===== src/rtl/ledger_writeback.sv =====
// ledger_writeback
//   Commits the two tagged player balances produced by the transaction
//   datapath back into the shared ledger RAM once a transaction completes,
//   then reports completion (done) or abort (error) to the control FSM.
//   Word format: [10:8] tag (101 = player 1, 110 = player 2), [7:0] balance.
//
//   Sequence: IDLE -> WR_P1 -> WR_P2 -> FIN -> IDLE, or IDLE -> ERR -> IDLE
//   when a captured tag is wrong. Every output is a register loaded from the
//   next-state decode, so the outputs always describe the current state.
//
//   Optional feature macro: READBACK_VERIFY_EN
//     When defined, every write is followed by a read (RD) and a compare (CMP)
//     of mem_rdata against the written word. A mismatch rewrites the same word.
//     More than MAX_RETRY mismatches on one word aborts through ERR.
//     When undefined, mem_rdata is ignored.
//
// Ports
//   clock      in   system clock, rising edge
//   reset      in   synchronous active-high reset
//   start      in   commit request, sampled only in IDLE
//   p1_word    in   tagged player-1 balance
//   p2_word    in   tagged player-2 balance
//   mem_rdata  in   RAM read data, valid one cycle after the address
//   mem_addr   out  RAM address (holds last value when idle)
//   mem_wdata  out  RAM write data (holds last value when idle)
//   mem_wren   out  RAM write enable, high only in write states
//   busy       out  high in every state except IDLE
//   done       out  one-cycle pulse, both words committed
//   error      out  one-cycle pulse, commit aborted
//   txn_count  out  successful commits, wraps modulo 2^COUNT_W
module ledger_writeback #(
  parameter int                ADDR_W    = 5,
  parameter logic [ADDR_W-1:0] P1_ADDR   = 5'd5,
  parameter logic [ADDR_W-1:0] P2_ADDR   = 5'd6,
  parameter int                COUNT_W   = 8,
  parameter int                MAX_RETRY = 2
) (
  input  logic               clock,
  input  logic               reset,
  input  logic               start,
  input  logic [10:0]        p1_word,
  input  logic [10:0]        p2_word,
  input  logic [10:0]        mem_rdata,
  output logic [ADDR_W-1:0]  mem_addr,
  output logic [10:0]        mem_wdata,
  output logic               mem_wren,
  output logic               busy,
  output logic               done,
  output logic               error,
  output logic [COUNT_W-1:0] txn_count
);

  localparam logic [2:0] P1_TAG = 3'b101;
  localparam logic [2:0] P2_TAG = 3'b110;

  typedef enum logic [3:0] {
    S_IDLE   = 4'd0,
    S_WR_P1  = 4'd1,
    S_RD_P1  = 4'd2,
    S_CMP_P1 = 4'd3,
    S_WR_P2  = 4'd4,
    S_RD_P2  = 4'd5,
    S_CMP_P2 = 4'd6,
    S_FIN    = 4'd7,
    S_ERR    = 4'd8
  } state_t;

  // Both captured words must carry their own player's tag.
  function automatic logic tags_ok(input logic [10:0] w1, input logic [10:0] w2);
    return (w1[10:8] == P1_TAG) && (w2[10:8] == P2_TAG);
  endfunction

  state_t              state_r;
  state_t              next_state_s;
  logic [10:0]         p1_r;
  logic [10:0]         p2_r;
  logic [10:0]         p1_src_s;
  logic                wren_next_s;
  logic [ADDR_W-1:0]   addr_next_s;
  logic [10:0]         wdata_next_s;

`ifdef READBACK_VERIFY_EN
  localparam int RETRY_W = (MAX_RETRY < 1) ? 1 : $clog2(MAX_RETRY + 1);
  logic [RETRY_W-1:0]  retry_r;
  logic [RETRY_W-1:0]  retry_next_s;
`else
  logic                unused_rdata_s;
  assign unused_rdata_s = ^mem_rdata;
`endif

  // The P1 write is launched on the same edge that captures p1_word, so the
  // live input is used when leaving IDLE and the captured copy afterwards.
  always_comb begin
    if (state_r == S_IDLE) begin
      p1_src_s = p1_word;
    end else begin
      p1_src_s = p1_r;
    end
  end

  // Next-state decode.
  always_comb begin
    next_state_s = state_r;
`ifdef READBACK_VERIFY_EN
    retry_next_s = retry_r;
`endif
    case (state_r)
      S_IDLE: begin
`ifdef READBACK_VERIFY_EN
        retry_next_s = '0;
`endif
        if (start) begin
          if (tags_ok(p1_word, p2_word)) begin
            next_state_s = S_WR_P1;
          end else begin
            next_state_s = S_ERR;
          end
        end else begin
          next_state_s = S_IDLE;
        end
      end
`ifdef READBACK_VERIFY_EN
      S_WR_P1:  next_state_s = S_RD_P1;
      S_RD_P1:  next_state_s = S_CMP_P1;
      S_CMP_P1: begin
        if (mem_rdata == p1_r) begin
          next_state_s = S_WR_P2;
          retry_next_s = '0;
        end else if (retry_r >= RETRY_W'(MAX_RETRY)) begin
          next_state_s = S_ERR;
        end else begin
          next_state_s = S_WR_P1;
          retry_next_s = retry_r + RETRY_W'(1);
        end
      end
      S_WR_P2:  next_state_s = S_RD_P2;
      S_RD_P2:  next_state_s = S_CMP_P2;
      S_CMP_P2: begin
        if (mem_rdata == p2_r) begin
          next_state_s = S_FIN;
        end else if (retry_r >= RETRY_W'(MAX_RETRY)) begin
          next_state_s = S_ERR;
        end else begin
          next_state_s = S_WR_P2;
          retry_next_s = retry_r + RETRY_W'(1);
        end
      end
`else
      S_WR_P1:  next_state_s = S_WR_P2;
      S_WR_P2:  next_state_s = S_FIN;
`endif
      S_FIN:    next_state_s = S_IDLE;
      S_ERR:    next_state_s = S_IDLE;
      default:  next_state_s = S_IDLE;
    endcase
  end

  // RAM-side values for the state being entered; address and data hold
  // outside the write/readback states.
  always_comb begin
    wren_next_s  = 1'b0;
    addr_next_s  = mem_addr;
    wdata_next_s = mem_wdata;
    case (next_state_s)
      S_WR_P1: begin
        wren_next_s  = 1'b1;
        addr_next_s  = P1_ADDR;
        wdata_next_s = p1_src_s;
      end
      S_RD_P1, S_CMP_P1: addr_next_s = P1_ADDR;
      S_WR_P2: begin
        wren_next_s  = 1'b1;
        addr_next_s  = P2_ADDR;
        wdata_next_s = p2_r;
      end
      S_RD_P2, S_CMP_P2: addr_next_s = P2_ADDR;
      default: begin
        wren_next_s  = 1'b0;
        addr_next_s  = mem_addr;
        wdata_next_s = mem_wdata;
      end
    endcase
  end

  // State register.
  always_ff @(posedge clock) begin
    if (reset) begin
      state_r <= S_IDLE;
    end else begin
      state_r <= next_state_s;
    end
  end

`ifdef READBACK_VERIFY_EN
  // Per-word mismatch counter, cleared whenever a new word is started.
  always_ff @(posedge clock) begin
    if (reset) begin
      retry_r <= '0;
    end else begin
      retry_r <= retry_next_s;
    end
  end
`endif

  // Capture both words on an accepted start; inputs are ignored afterwards.
  always_ff @(posedge clock) begin
    if (reset) begin
      p1_r <= 11'd0;
      p2_r <= 11'd0;
    end else if ((state_r == S_IDLE) && start) begin
      p1_r <= p1_word;
      p2_r <= p2_word;
    end else begin
      p1_r <= p1_r;
      p2_r <= p2_r;
    end
  end

  // Registered outputs, loaded from the next-state decode.
  always_ff @(posedge clock) begin
    if (reset) begin
      mem_wren  <= 1'b0;
      mem_addr  <= '0;
      mem_wdata <= 11'd0;
      busy      <= 1'b0;
      done      <= 1'b0;
      error     <= 1'b0;
      txn_count <= '0;
    end else begin
      mem_wren  <= wren_next_s;
      mem_addr  <= addr_next_s;
      mem_wdata <= wdata_next_s;
      busy      <= (next_state_s != S_IDLE);
      done      <= (next_state_s == S_FIN);
      error     <= (next_state_s == S_ERR);
      if (next_state_s == S_FIN) begin
        txn_count <= txn_count + COUNT_W'(1);
      end else begin
        txn_count <= txn_count;
      end
    end
  end

endmodule


===== config.mk =====
export PLATFORM = sky130hd
export DESIGN_NAME = ledger_writeback
export DESIGN_NICKNAME = d
export VERILOG_FILES = /design/src/rtl/ledger_writeback.sv
export SDC_FILE = /design/constraint.sdc
export NUM_CORES = 1
export LEC_CHECK = 0
export CAP_MARGIN = 0
export CORE_ASPECT_RATIO = 0.9
export CORE_MARGIN = 10
export CORE_UTILIZATION = 31
export DETAILED_ROUTE_END_ITERATION = 8
export SLEW_MARGIN = 20
export SYNTH_ARGS = -nofsm -noshare
export SYNTH_HDL_FRONTEND = slang
export SYNTH_SLANG_ARGS = --single-unit

===== constraint.sdc =====
create_clock -name clock -period 3 [get_ports clock]
set_clock_uncertainty 0.05 [all_clocks]
set_input_delay 0.6 -clock clock [delete_from_list [all_inputs] [get_ports clock]]
set_output_delay 0.6 -clock clock [all_outputs]
set_load 0.005 [all_outputs]

Yosys cells after proc, flatten, opt, wreduce, memory -nomap -nowiden
Index checks and enable logic that the tools add are counted.
- flip-flop bits (word level): 54
- output and inout bits: 28
- add/sub/neg operators: 1
- reductions and logical operators: 9
- muxes and demuxes: 7
- eq/ne operators: 12
- operators by type and width (cell ; number):
    one-hot mux 11 bit (2 select lines) ; 1
    equality test 4 x 3 -> 1 bit, second input constant ; 5
    one-hot mux 4 bit (3 select lines) ; 1
    2-to-1 mux 11 bit ; 1
    one-hot mux 5 bit (2 select lines) ; 1
    adder 8 x 1 -> 8 bit, second input constant ; 1
    equality test 4 x 1 -> 1 bit, second input constant ; 2
    equality test 4 x 2 -> 1 bit, second input constant ; 2
    2-to-1 mux 4 bit ; 2
    equality test 3 bit, second input constant ; 2
    OR reduction 3 bit ; 2
    equality test 4 bit, second input constant ; 1
    logical NOT 4 bit ; 1
    nonzero test 2 bit ; 2
    nonzero test 4 bit ; 1
    logical AND 1 bit ; 2
    OR reduction 2 bit ; 1
    2-to-1 mux 1 bit ; 1

Logic depth before layout (Yosys ltp)
- depth after elaboration: 8
- depth in mapped cells: 5

Least setup slack after synthesis
Ideal clock, no wire load.
- kind: input to register
- start: in p2_word[8]
- end: reg mem_wdata[0]
- arrival: 1.478 ns
- setup slack: 1.401 ns
- buffers on the path: 1
- stages: 5
- required time: 2.879 ns
- cell sequence: and4b_1 > and4_1 > buf_2 > a22oi_1 > a21oi_1
- word-level cells in the longest chain between the ends: 7
- elaborated cells on any way between the ends: 9
- those cells by class: 3 x eq/ne; 4 x mux; 2 x reduce/logical
- RTL lines (element ; line ; source):
    from (decl) ; 42 ; input logic [10:0] p2_word,
    equality test 3 bit * ; 70 ; return (w1[10:8] == P1_TAG) && (w2[10:8] == P2_TAG);
    logical AND 1 bit * ; 70 ;
    2-to-1 mux 4 bit * ; 113 ; if (tags_ok(p1_word, p2_word)) begin
    2-to-1 mux 4 bit * ; 112 ; if (start) begin
    one-hot mux 4 bit (3 select lines) * ; 107 ; case (state_r)
    equality test 4 x 3 -> 1 bit or equality test 4 x 1 -> 1 bit (tied branches) ; 164 ; case (next_state_s)
    one-hot mux 11 bit (2 select lines) or nonzero test 2 bit (tied branches) ; n/a ;
    to (signal assigned) ; 232 ; mem_wdata <= wdata_next_s;
    to (decl) ; 45 ; output logic [10:0] mem_wdata,
Mark *: on every way between the ends. The rest lies on a longest branch, timed or not.
A chain may end at the register's enable or synchronous reset.

Final worst setup path
- start: in p1_word[8]
- end: reg mem_addr[1]
- word-level cells in the longest chain between the ends: 8
- elaborated cells on any way between the ends: 15
- those cells by class: 7 x eq/ne; 4 x mux; 4 x reduce/logical
- RTL lines (element ; line ; source):
    from (decl) ; 41 ; input logic [10:0] p1_word,
    equality test 3 bit * ; 70 ;
    logical AND 1 bit * ; 70 ;
    2-to-1 mux 4 bit * ; 113 ;
    2-to-1 mux 4 bit * ; 112 ;
    one-hot mux 4 bit (3 select lines) * ; 107 ;
    equality test 4 x 3 -> 1 bit (tied with other cells) ; 164 ;
    OR reduction 3 bit (no source line) ; n/a ;
    one-hot mux 5 bit (2 select lines) or nonzero test 2 bit (tied branches) ; n/a ;
    to (signal assigned) ; 231 ; mem_addr <= addr_next_s;
    to (decl) ; 44 ; output logic [ADDR_W-1:0] mem_addr,
Mark *: on every way between the ends. The rest lies on a longest branch, timed or not. The select of a mux whose other input is x is not followed.

==> metrics.cfg <==
[critical_path]
r2r.worst_path.cells=4
cp_slowest_cell=clkdlybuf4s50_1
path_class=input pin to register
crit_fanout=7
r2r_setup_slack_ns=1.31
arrival_ns=2.16
slowest_delay_ns=0.44
end_kind=register
cp-start-kind=input pin
path_cells=clkdlybuf4s50_1 -> nor2b_1 -> nand4_1 -> buf_4 -> a21oi_1 -> nor2_1
required_ns=3.12

[clocking]
post_cts_resized=0
cts_hold_buf=0
cts_tree=done
cts_buffers=5
h-tree-depth=2
cts_setup_buffers=0
clock_sinks=41
clockBufferDepth=2
clkLatencyLatePin_ns=0.29
clk_pin_slew_ns=0.07
root_buffer=clkbuf_8

[route]
wl_per_cell_um=13.60
routed_wl_um=3958
drt_first_pass_iters=4
viasPerCell=4.540
dr_total_vias=1321
drtIter0Drc=85
postRouteAntennaNets=0
drc_errors=0

[timing]
hold_viol=0
slew_viol_final=0
rsz0062_at_grt=no
min_period_ns=2.044
post-route-period-util_pct=68.13
setup-violations-final=0
slew_headroom_pct=60.16
worst_slew_pin_slew_ns=0.5960
setup_ws_ns=0.9560
timing.fmax_mhz=489.2
setup-tns-final_ns=0

[placed_design]
dp_slack_ns=0.6522
place.gp.congestion=0.7448
portBuffers=50
dpl.hpwl_um=2780

[logic_synthesis]
synth_warnings=0
synth_most_common_cell=dfxtp_1
postSynthAreaPerCell_um2=8.640
synth_seq_cells=41
synthFlopType=dfxtp_1
synth_top_cell_by_area=dfxtp_1
synthArstFlopShare_pct=0
netlist.area_leader.share_pct=53.07
syn_inst=179
netlist_top_cells_count=dfxtp_1, nand2_1, a21oi_1
ys_seq_area_share_pct=53.07
yosys-top-cells-area=dfxtp_1, a21oi_1, nand2_1
ys_types=26
synth_edf_count=0
synth_area_mm2=0.001546

[grt]
grt_pass1_vias=1368
track_usage_pct=10.15
grt_max_degree=42
antenna_found_initial=0
grt_pass1_wl_um=6610
grt.overflow.total=0

[final_layout]
antenna_cells=0
finalCoreUtilization_pct=45.34
drive_above_1_share_pct=6.637
nets=262
fillers=484
syn_to_final_growth_pct=41.75

[power]
switching_power_w=0.0002223
combPwrFrac_pct=7.6
clock_power_share_pct=37.7
leakagePower_nw=0.7683
cell_internal_pwr_w=0.0008090
p_sw_share_pct=21.56
pwr-share-seq_pct=54.7
p_per_area_mw_per_mm2=470.4
peakVddDrop_mv=0.2037

[hold_path]
hold_path.class=register to register
hold_path_depth=2

[status]
status=completed

[flow_run]
drv_cap=0

[die]
die_h_um=87.01
die_x_um=94.45
row_count=24
ios=64
die-area_mm2=0.008218
start_util_pct=31.99
coreArea_mm2=0.004835

-- worst max-delay path: cells and delay by family --
family / cells / cell delay, ns
AO/OA/AOI/OAI: 1 / 0.14
AND/OR/NAND/NOR: 3 / 0.70
buffers and inverters: 2 / 0.73
-- state kept, by name, indices dropped and copies added (netlist names) --
register,cells
mem_wdata,11
p2_r,11
txn_count,8
state_r,4
mem_addr,3
busy,1
done,1
error,1
mem_wren,1
-- power by group through the flow --
stage	clock [W]	combinational (W)	sequential [W]
floorplan	0	0.0000347	0.000576
global placement	0	0.0000791	0.000576
detailed placement	0	0.0000787	0.000577
CTS	0.000403	0.0000794	0.000564
global route	0.000424	0.0000878	0.000566
finish	0.000389	0.0000781	0.000564
-- through the flow --
| stage | total power [W] | hold WS, ns | cell area, µm² | instances |
|---|---|---|---|---|
| finish | 0.001031 | 0.4076 | 2192 | 291 |
| detailed placement | 0.0006553 | 0.3972 | 2091 | 283 |
| CTS | 0.001046 | 0.4086 | 2192 | 291 |
| floorplan | 0.0006103 | 0.3866 | 1550 | 180 |
| global placement | 0.0006555 | 0.3941 | 2091 | 283 |
| global route | 0.001078 | 0.4292 | 2192 | 291 |
-- per-layer routing --
layer / wire (µm) / track usage (%) / vias up
met5: 0 / 0 / -
met4: 60 / 3.668 / 0
met3: 238 / 3.793 / 5
met2: 1804 / 16.15 / 35
met1: 1855 / 12.21 / 584
li1: - / - / 697
-- cell type report --
| type | instances | area (µm²) | area share [%] |
|---|---|---|---|
| Sequential cell | 41 | 820.8 | 37.44 |
| Tap cell | 65 | 81.33 | 3.710 |
| Clock inverter | 1 | 5.005 | 0.2283 |
| Timing Repair Buffer | 54 | 530.5 | 24.20 |
| Multi-Input combinational cell | 122 | 654.4 | 29.85 |
| Inverter | 1 | 3.754 | 0.1712 |
| Clock buffer | 7 | 96.34 | 4.395 |
-- logic make-up after synthesis --
logic type / count (synthesis) / synth area share (%)
other: 1 / 0.2425
AND/OR/NAND/NOR: 76 / 24.03
buffers and inverters: 17 / 4.854
AO/OA/AOI/OAI: 37 / 13.59
adder cells (fa/ha/maj): 1 / 0.8089
XOR/XNOR: 6 / 3.399
flip-flops: 41 / 53.07
-- placed cells by master, fill, tap and decap left out --
cell,n
clkinv_2,1
dfxtp_1,41
a21oi_1,26
o21ai_0,1
nor3_1,9
and4_1,1
nand2_1,28
ha_1,1
or3_1,1
clkbuf_8,7
nand3_1,10
clkdlybuf4s50_1,50
a211oi_1,2
buf_4,4
a22oi_1,8
inv_2,1
nor4b_2,2
nor2b_1,2
nand4_1,4
or4b_1,1
and2_0,1
nor2_1,15
and3_1,1
xnor2_1,3
xor2_1,3
and4b_1,1
conb_1,2
-- path summary, 6_finish.rpt --
kind,from,endpoint
worst max-delay path,p1_word[8],mem_addr[1]$_SDFFE_PP0P_
worst min-delay path,p2_r[7]$_SDFFE_PP0P_,p2_r[7]$_SDFFE_PP0P_
worst max register to register,state_r[0]$_SDFF_PP0_,txn_count[7]$_SDFFE_PP0P_
worst min register to register,p2_r[7]$_SDFFE_PP0P_,p2_r[7]$_SDFFE_PP0P_
Note: power is estimated with default switching activity, not from simulation.
